### config.mk
export PLATFORM = sky130hd
export DESIGN_NAME = button_bank_debouncer
export DESIGN_NICKNAME = d
export VERILOG_FILES = /design/src/rtl/button_bank_debouncer.sv
export SDC_FILE = /design/constraint.sdc
export NUM_CORES = 1
export LEC_CHECK = 0
export CELL_PAD_IN_SITES_DETAIL_PLACEMENT = 0
export CELL_PAD_IN_SITES_GLOBAL_PLACEMENT = 1
export CORE_UTILIZATION = 43
export CTS_CLUSTER_DIAMETER = 30
export DETAILED_ROUTE_END_ITERATION = 7
export PLACE_DENSITY_LB_ADDON = 0.1
export SYNTH_ARGS = -nofsm -noshare
export SYNTH_HDL_FRONTEND = slang
export SYNTH_SLANG_ARGS = --single-unit
### constraint.sdc
create_clock -name clk_in -period 4 [get_ports clk_in]
set_input_delay 0.4 -clock clk_in [delete_from_list [all_inputs] [get_ports clk_in]]
set_output_delay 0.4 -clock clk_in [all_outputs]
set_load 0.1 [all_outputs]
### src/rtl/button_bank_debouncer.sv
// ---------------------------------------------------------------------------
// button_bank_debouncer
//
// Debounces a bank of independent push buttons. Each channel synchronises its
// raw input through two flops, then requires the synchronised level to differ
// from the accepted level for STABLE_CYCLES consecutive cycles before the new
// level is taken. Accepted edges produce one-cycle press/release pulses.
//
// Optional auto-repeat (macro DEBOUNCE_REPEAT_EN): while a button is held,
// btn_repeat pulses REPEAT_DELAY cycles after the press pulse and then every
// REPEAT_PERIOD cycles. Without the macro btn_repeat is tied to 0 and no hold
// counters exist.
//
// Ports:
//   clk_in      in   1         rising-edge clock
//   reset       in   1         asynchronous, active-high reset
//   btn_raw     in   CHANNELS  raw asynchronous button levels
//   btn_level   out  CHANNELS  debounced level
//   btn_press   out  CHANNELS  one-cycle pulse on accepted 0->1
//   btn_release out  CHANNELS  one-cycle pulse on accepted 1->0
//   btn_repeat  out  CHANNELS  one-cycle auto-repeat pulse
// ---------------------------------------------------------------------------
module button_bank_debouncer #(
    parameter int CHANNELS      = 5,
    parameter int STABLE_CYCLES = 1_000_000,
    parameter int REPEAT_DELAY  = 50_000_000,
    parameter int REPEAT_PERIOD = 10_000_000
) (
    input  logic                clk_in,
    input  logic                reset,
    input  logic [CHANNELS-1:0] btn_raw,
    output logic [CHANNELS-1:0] btn_level,
    output logic [CHANNELS-1:0] btn_press,
    output logic [CHANNELS-1:0] btn_release,
    output logic [CHANNELS-1:0] btn_repeat
);

    localparam int CNT_W = (STABLE_CYCLES > 1) ? $clog2(STABLE_CYCLES) : 1;
    localparam logic [CNT_W-1:0] CNT_LAST = CNT_W'(STABLE_CYCLES - 1);

    logic [CHANNELS-1:0] sync1;
    logic [CHANNELS-1:0] sync2;
    logic [CHANNELS-1:0] accept;
    logic [CNT_W-1:0]    cnt [CHANNELS];

    // Two-flop synchroniser for the asynchronous button inputs.
    always_ff @(posedge clk_in or posedge reset) begin
        if (reset) begin
            sync1 <= '0;
            sync2 <= '0;
        end else begin
            sync1 <= btn_raw;
            sync2 <= sync1;
        end
    end

    // A channel accepts its new level on the cycle its counter has already
    // seen STABLE_CYCLES-1 differing cycles and the input still differs.
    always_comb begin
        accept = '0;
        for (int unsigned i = 0; i < CHANNELS; i++) begin
            accept[i] = (sync2[i] != btn_level[i]) && (cnt[i] == CNT_LAST);
        end
    end

    always_ff @(posedge clk_in or posedge reset) begin
        if (reset) begin
            btn_level   <= '0;
            btn_press   <= '0;
            btn_release <= '0;
            for (int unsigned i = 0; i < CHANNELS; i++) begin
                cnt[i] <= '0;
            end
        end else begin
            for (int unsigned i = 0; i < CHANNELS; i++) begin
                // Any agreeing cycle restarts qualification; the accept
                // check bounds the counter so it never wraps.
                if ((sync2[i] == btn_level[i]) || accept[i]) begin
                    cnt[i] <= '0;
                end else begin
                    cnt[i] <= cnt[i] + 1'b1;
                end
            end
            btn_level   <= btn_level ^ accept;
            btn_press   <= accept & sync2;
            btn_release <= accept & ~sync2;
        end
    end

`ifdef DEBOUNCE_REPEAT_EN
    localparam int REP_MAX = (REPEAT_DELAY > REPEAT_PERIOD) ? REPEAT_DELAY : REPEAT_PERIOD;
    localparam int HOLD_W  = $clog2(REP_MAX) + 1;
    localparam logic [HOLD_W-1:0] DELAY_LAST  = HOLD_W'(REPEAT_DELAY - 1);
    localparam logic [HOLD_W-1:0] PERIOD_LAST = HOLD_W'(REPEAT_PERIOD - 1);

    logic [HOLD_W-1:0]   hold [CHANNELS];
    logic [CHANNELS-1:0] repeating;   // first repeat already issued

    // hold restarts at 0 on the press edge, so the pulse lands exactly
    // REPEAT_DELAY (then REPEAT_PERIOD) edges after the previous event.
    // A channel with level 1 that accepts can only be releasing, so the
    // !accept term suppresses any repeat on the release edge.
    always_ff @(posedge clk_in or posedge reset) begin
        if (reset) begin
            btn_repeat <= '0;
            repeating  <= '0;
            for (int unsigned i = 0; i < CHANNELS; i++) begin
                hold[i] <= '0;
            end
        end else begin
            for (int unsigned i = 0; i < CHANNELS; i++) begin
                if (btn_level[i] && !accept[i]) begin
                    if (hold[i] == (repeating[i] ? PERIOD_LAST : DELAY_LAST)) begin
                        btn_repeat[i] <= 1'b1;
                        hold[i]       <= '0;
                        repeating[i]  <= 1'b1;
                    end else begin
                        btn_repeat[i] <= 1'b0;
                        hold[i]       <= hold[i] + 1'b1;
                    end
                end else begin
                    btn_repeat[i] <= 1'b0;
                    hold[i]       <= '0;
                    repeating[i]  <= 1'b0;
                end
            end
        end
    end
`else
    assign btn_repeat = '0;
`endif

endmodule
==> flow_metrics.tcl <==
set metrics [dict create \
    die_h_um 119 \
    ys_ff_latch 125 \
    final_cell_mix "125 x dfrtp_1, 75 x nor2_1, 48 x xnor2_1" \
    n_fill_cell 1237 \
    r2r_start "cnt[48]" \
    cts_resized 0 \
    cts_sinks 125 \
    synth_area_sq_um 5910 \
    hold_viol_final 0 \
    grt_pass1_wl_um 19200 \
    grt_util_met2_pct 26.0 \
    fin_setup_tns_ps 0 \
    p_comb_share_pct 3.4 \
    max_freq_mhz 380 \
    clockPowerShare_pct 50.5 \
    internal-power_mw 2.18 \
    layout-drive-gt1-share_pct 10.1 \
    numCtsBuffers 17 \
    path_max_fanout 19 \
    dr_total_vias 4181 \
    drt.antenna.violating_nets 0 \
    num_io_pins 27 \
    drt_iter0_drc 257 \
    setup_viol 0 \
    holdCritPathClass "reg -> reg" \
    die_w_um 119 \
    core_area_sq_um 13300 \
    power_switching_mw 0.640 \
    cts_root_buf "clkbuf_16" \
    crit_end "cnt[43]" \
    finalPower_mw 2.82 \
    post-dp-hpwl_um 7250 \
    rsz0062_at_grt "false" \
    grt_pass1_vias 4112 \
    syn_avg_cell_area_sq_um 10.3 \
    tightest_slew_ps 1130 \
    fp-row-count 42 \
    power.leakage_nw 2.68 \
    routedWlPerCell_um 13.9 \
    use_met1_pct 22.9 \
    dr.pass1.iters 4 \
    critPathLaunchType "flop" \
    critPathKind "reg -> reg" \
    finalNetCount 614 \
    ys_warn_count 0 \
    yosysSeqAreaShare_pct 53.0 \
    layout_min_cycle_time_ps 2630 \
    powerDensity_nw_per_um2 412 \
    syn_inst 573 \
    slew_headroom_pct 24.0 \
    grt_busiest_layer "met2" \
    swShare_pct 22.7 \
    critPathRequiredTime_ps 4250 \
    multi_input_area_sq_um 2620 \
    cts_tree "built" \
    hold_slack_ps 346 \
    power_frac_seq_pct 46.1 \
    maxCapViolCount 0 \
    drv_slew 0 \
    post-route-period-util_pct 65.9 \
    use_met3_pct 5.08 \
    io_buffers 21 \
    grt_use_total_pct 17.2 \
    cts_max_path_buffers 2 \
    place_congestion 0.793 \
    fin_skew_ps 10.5 \
    arrival_ps 2880 \
    grt_overflow 0 \
    timing.rr.end "cnt[43]" \
    drc 0 \
    start_util_pct 44.4 \
    syn2layout_area_growth_pct 15.9 \
    synth.distinct_cells 44 \
    cts_setup_buffers 0 \
    clk_latency_ps 410 \
    grt_start_max_net_pins 65 \
    antenna_found_initial 0 \
    wirelength_um 11000 \
    r2r_cells 4 \
    cts_hold_buffers 0 \
    outcome "finished clean" \
    max-vdd-ir-drop_v 0.000277 \
    crit_start "cnt[48]" \
    antenna_cells 0 \
    vias_per_cell 5.29 \
    ff2ff_setup_slack_ps 1370 \
    endpoint_kind "flop" \
    regArea_sq_um 3130 \
    die_area_sq_um 14200 \
    clkTransAtPathRegs_ps 60 \
    final_common_cell "dfrtp_1" \
    worstHoldPathCells 0 \
    htree_levels 4 \
]
==> power groups by stage <==
stage	Sequential [mW]	Combinational [mW]	Clock (mW)
3_5_place_dp	1.32	0.100	0
5_1_grt	1.30	0.110	1.52
3_3_place_gp	1.32	0.0983	0
2_1_floorplan	1.32	0.0792	0
4_1_cts	1.30	0.100	1.46
6_report	1.30	0.0963	1.42
==> cell families after synthesis <==
family,Yosys count,synth area share [%]
buffers and inverters,38,2.99
other,1,0.0635
muxes,6,1.12
AOI/OAI and AO/OA,53,6.27
and+or+nand+nor,274,25.0
adders and majority gates,5,1.06
xor gates and xnor gates,71,10.5
DFF,125,53.0
==> worst max-delay path: stages, from the launching register on <==
cell	delay, ps
dfrtp_1	440
or4_4	560
or4_4	540
o31ai_4	800
nor2_1	130
==> metal layers <==
layer | wire [um] | part of all wire (%)
met1 | 5450 | 50
met2 | 4940 | 45
met3 | 419 | 3.8
met4 | 191 | 1.7
met5 | 0 | 0
==> Yosys cell counts (all sizes together) <==
master | number | area share (%)
o31ai | 11 | 1.6
nor4b | 2 | 0.30
nor4 | 15 | 1.6
ha | 5 | 1.1
o41ai | 3 | 0.89
a21oi | 22 | 1.9
conb | 1 | 0.063
o21ai | 10 | 0.85
or3 | 11 | 1.2
dfrtp | 125 | 53
xor2 | 23 | 3.4
a211oi | 1 | 0.13
o2111a | 1 | 0.19
and2 | 5 | 0.53
o221ai | 2 | 0.30
or4b | 1 | 0.17
or2 | 6 | 0.64
or4 | 21 | 2.9
and4 | 6 | 0.89
buf | 9 | 1.1
nand4bb | 1 | 0.19
mux2i | 1 | 0.17
mux2 | 5 | 0.95
and3 | 10 | 1.1
nand4 | 23 | 2.4
nor2 | 85 | 5.8
xnor2 | 48 | 7.1
inv | 21 | 1.3
nor3b | 10 | 1.3
clkbuf | 8 | 0.51
nor3 | 18 | 1.5
a31o | 2 | 0.30
nand2 | 24 | 1.5
a21o | 1 | 0.13
nand3 | 36 | 3.1
==> registers in the layout (all words and copies together), names as in the netlist, named ones only <==
register,cells
sync1,5
sync2,5
btn_press,5
cnt,100
btn_release,5
==> worst min-delay path by stage <==
stage	start	end	slack (ps)
2_1_floorplan	sync1[0]	sync2[0]	330
3_3_place_gp	sync1[2]	sync2[2]	330
3_5_place_dp	sync1[2]	sync2[2]	330
4_1_cts	sync1[2]	sync2[2]	350
5_1_grt	sync1[3]	sync2[3]	350
6_report	sync1[3]	sync2[3]	350
==> metrics by stage <==
step	setup WS [ps]	util [%]	instances	instance area, sq um
global route	1230	51.5	791	6850
global placement	1400	47.3	759	6280
detailed placement	1340	47.3	759	6280
CTS	1320	51.5	791	6850
floorplan	272	-	577	5920
finish	1370	51.5	791	6850
==> cell type report <==
class / count / share of cell area [%]
clock inverters: 8 / 0.859
well taps: 176 / 3.22
multi-input cells: 414 / 38.2
repair buffers: 23 / 3.47
inverters: 21 / 1.19
flip-flops and latches: 125 / 45.7
clock buffers: 24 / 7.33
(Power assumes the default switching activity.)
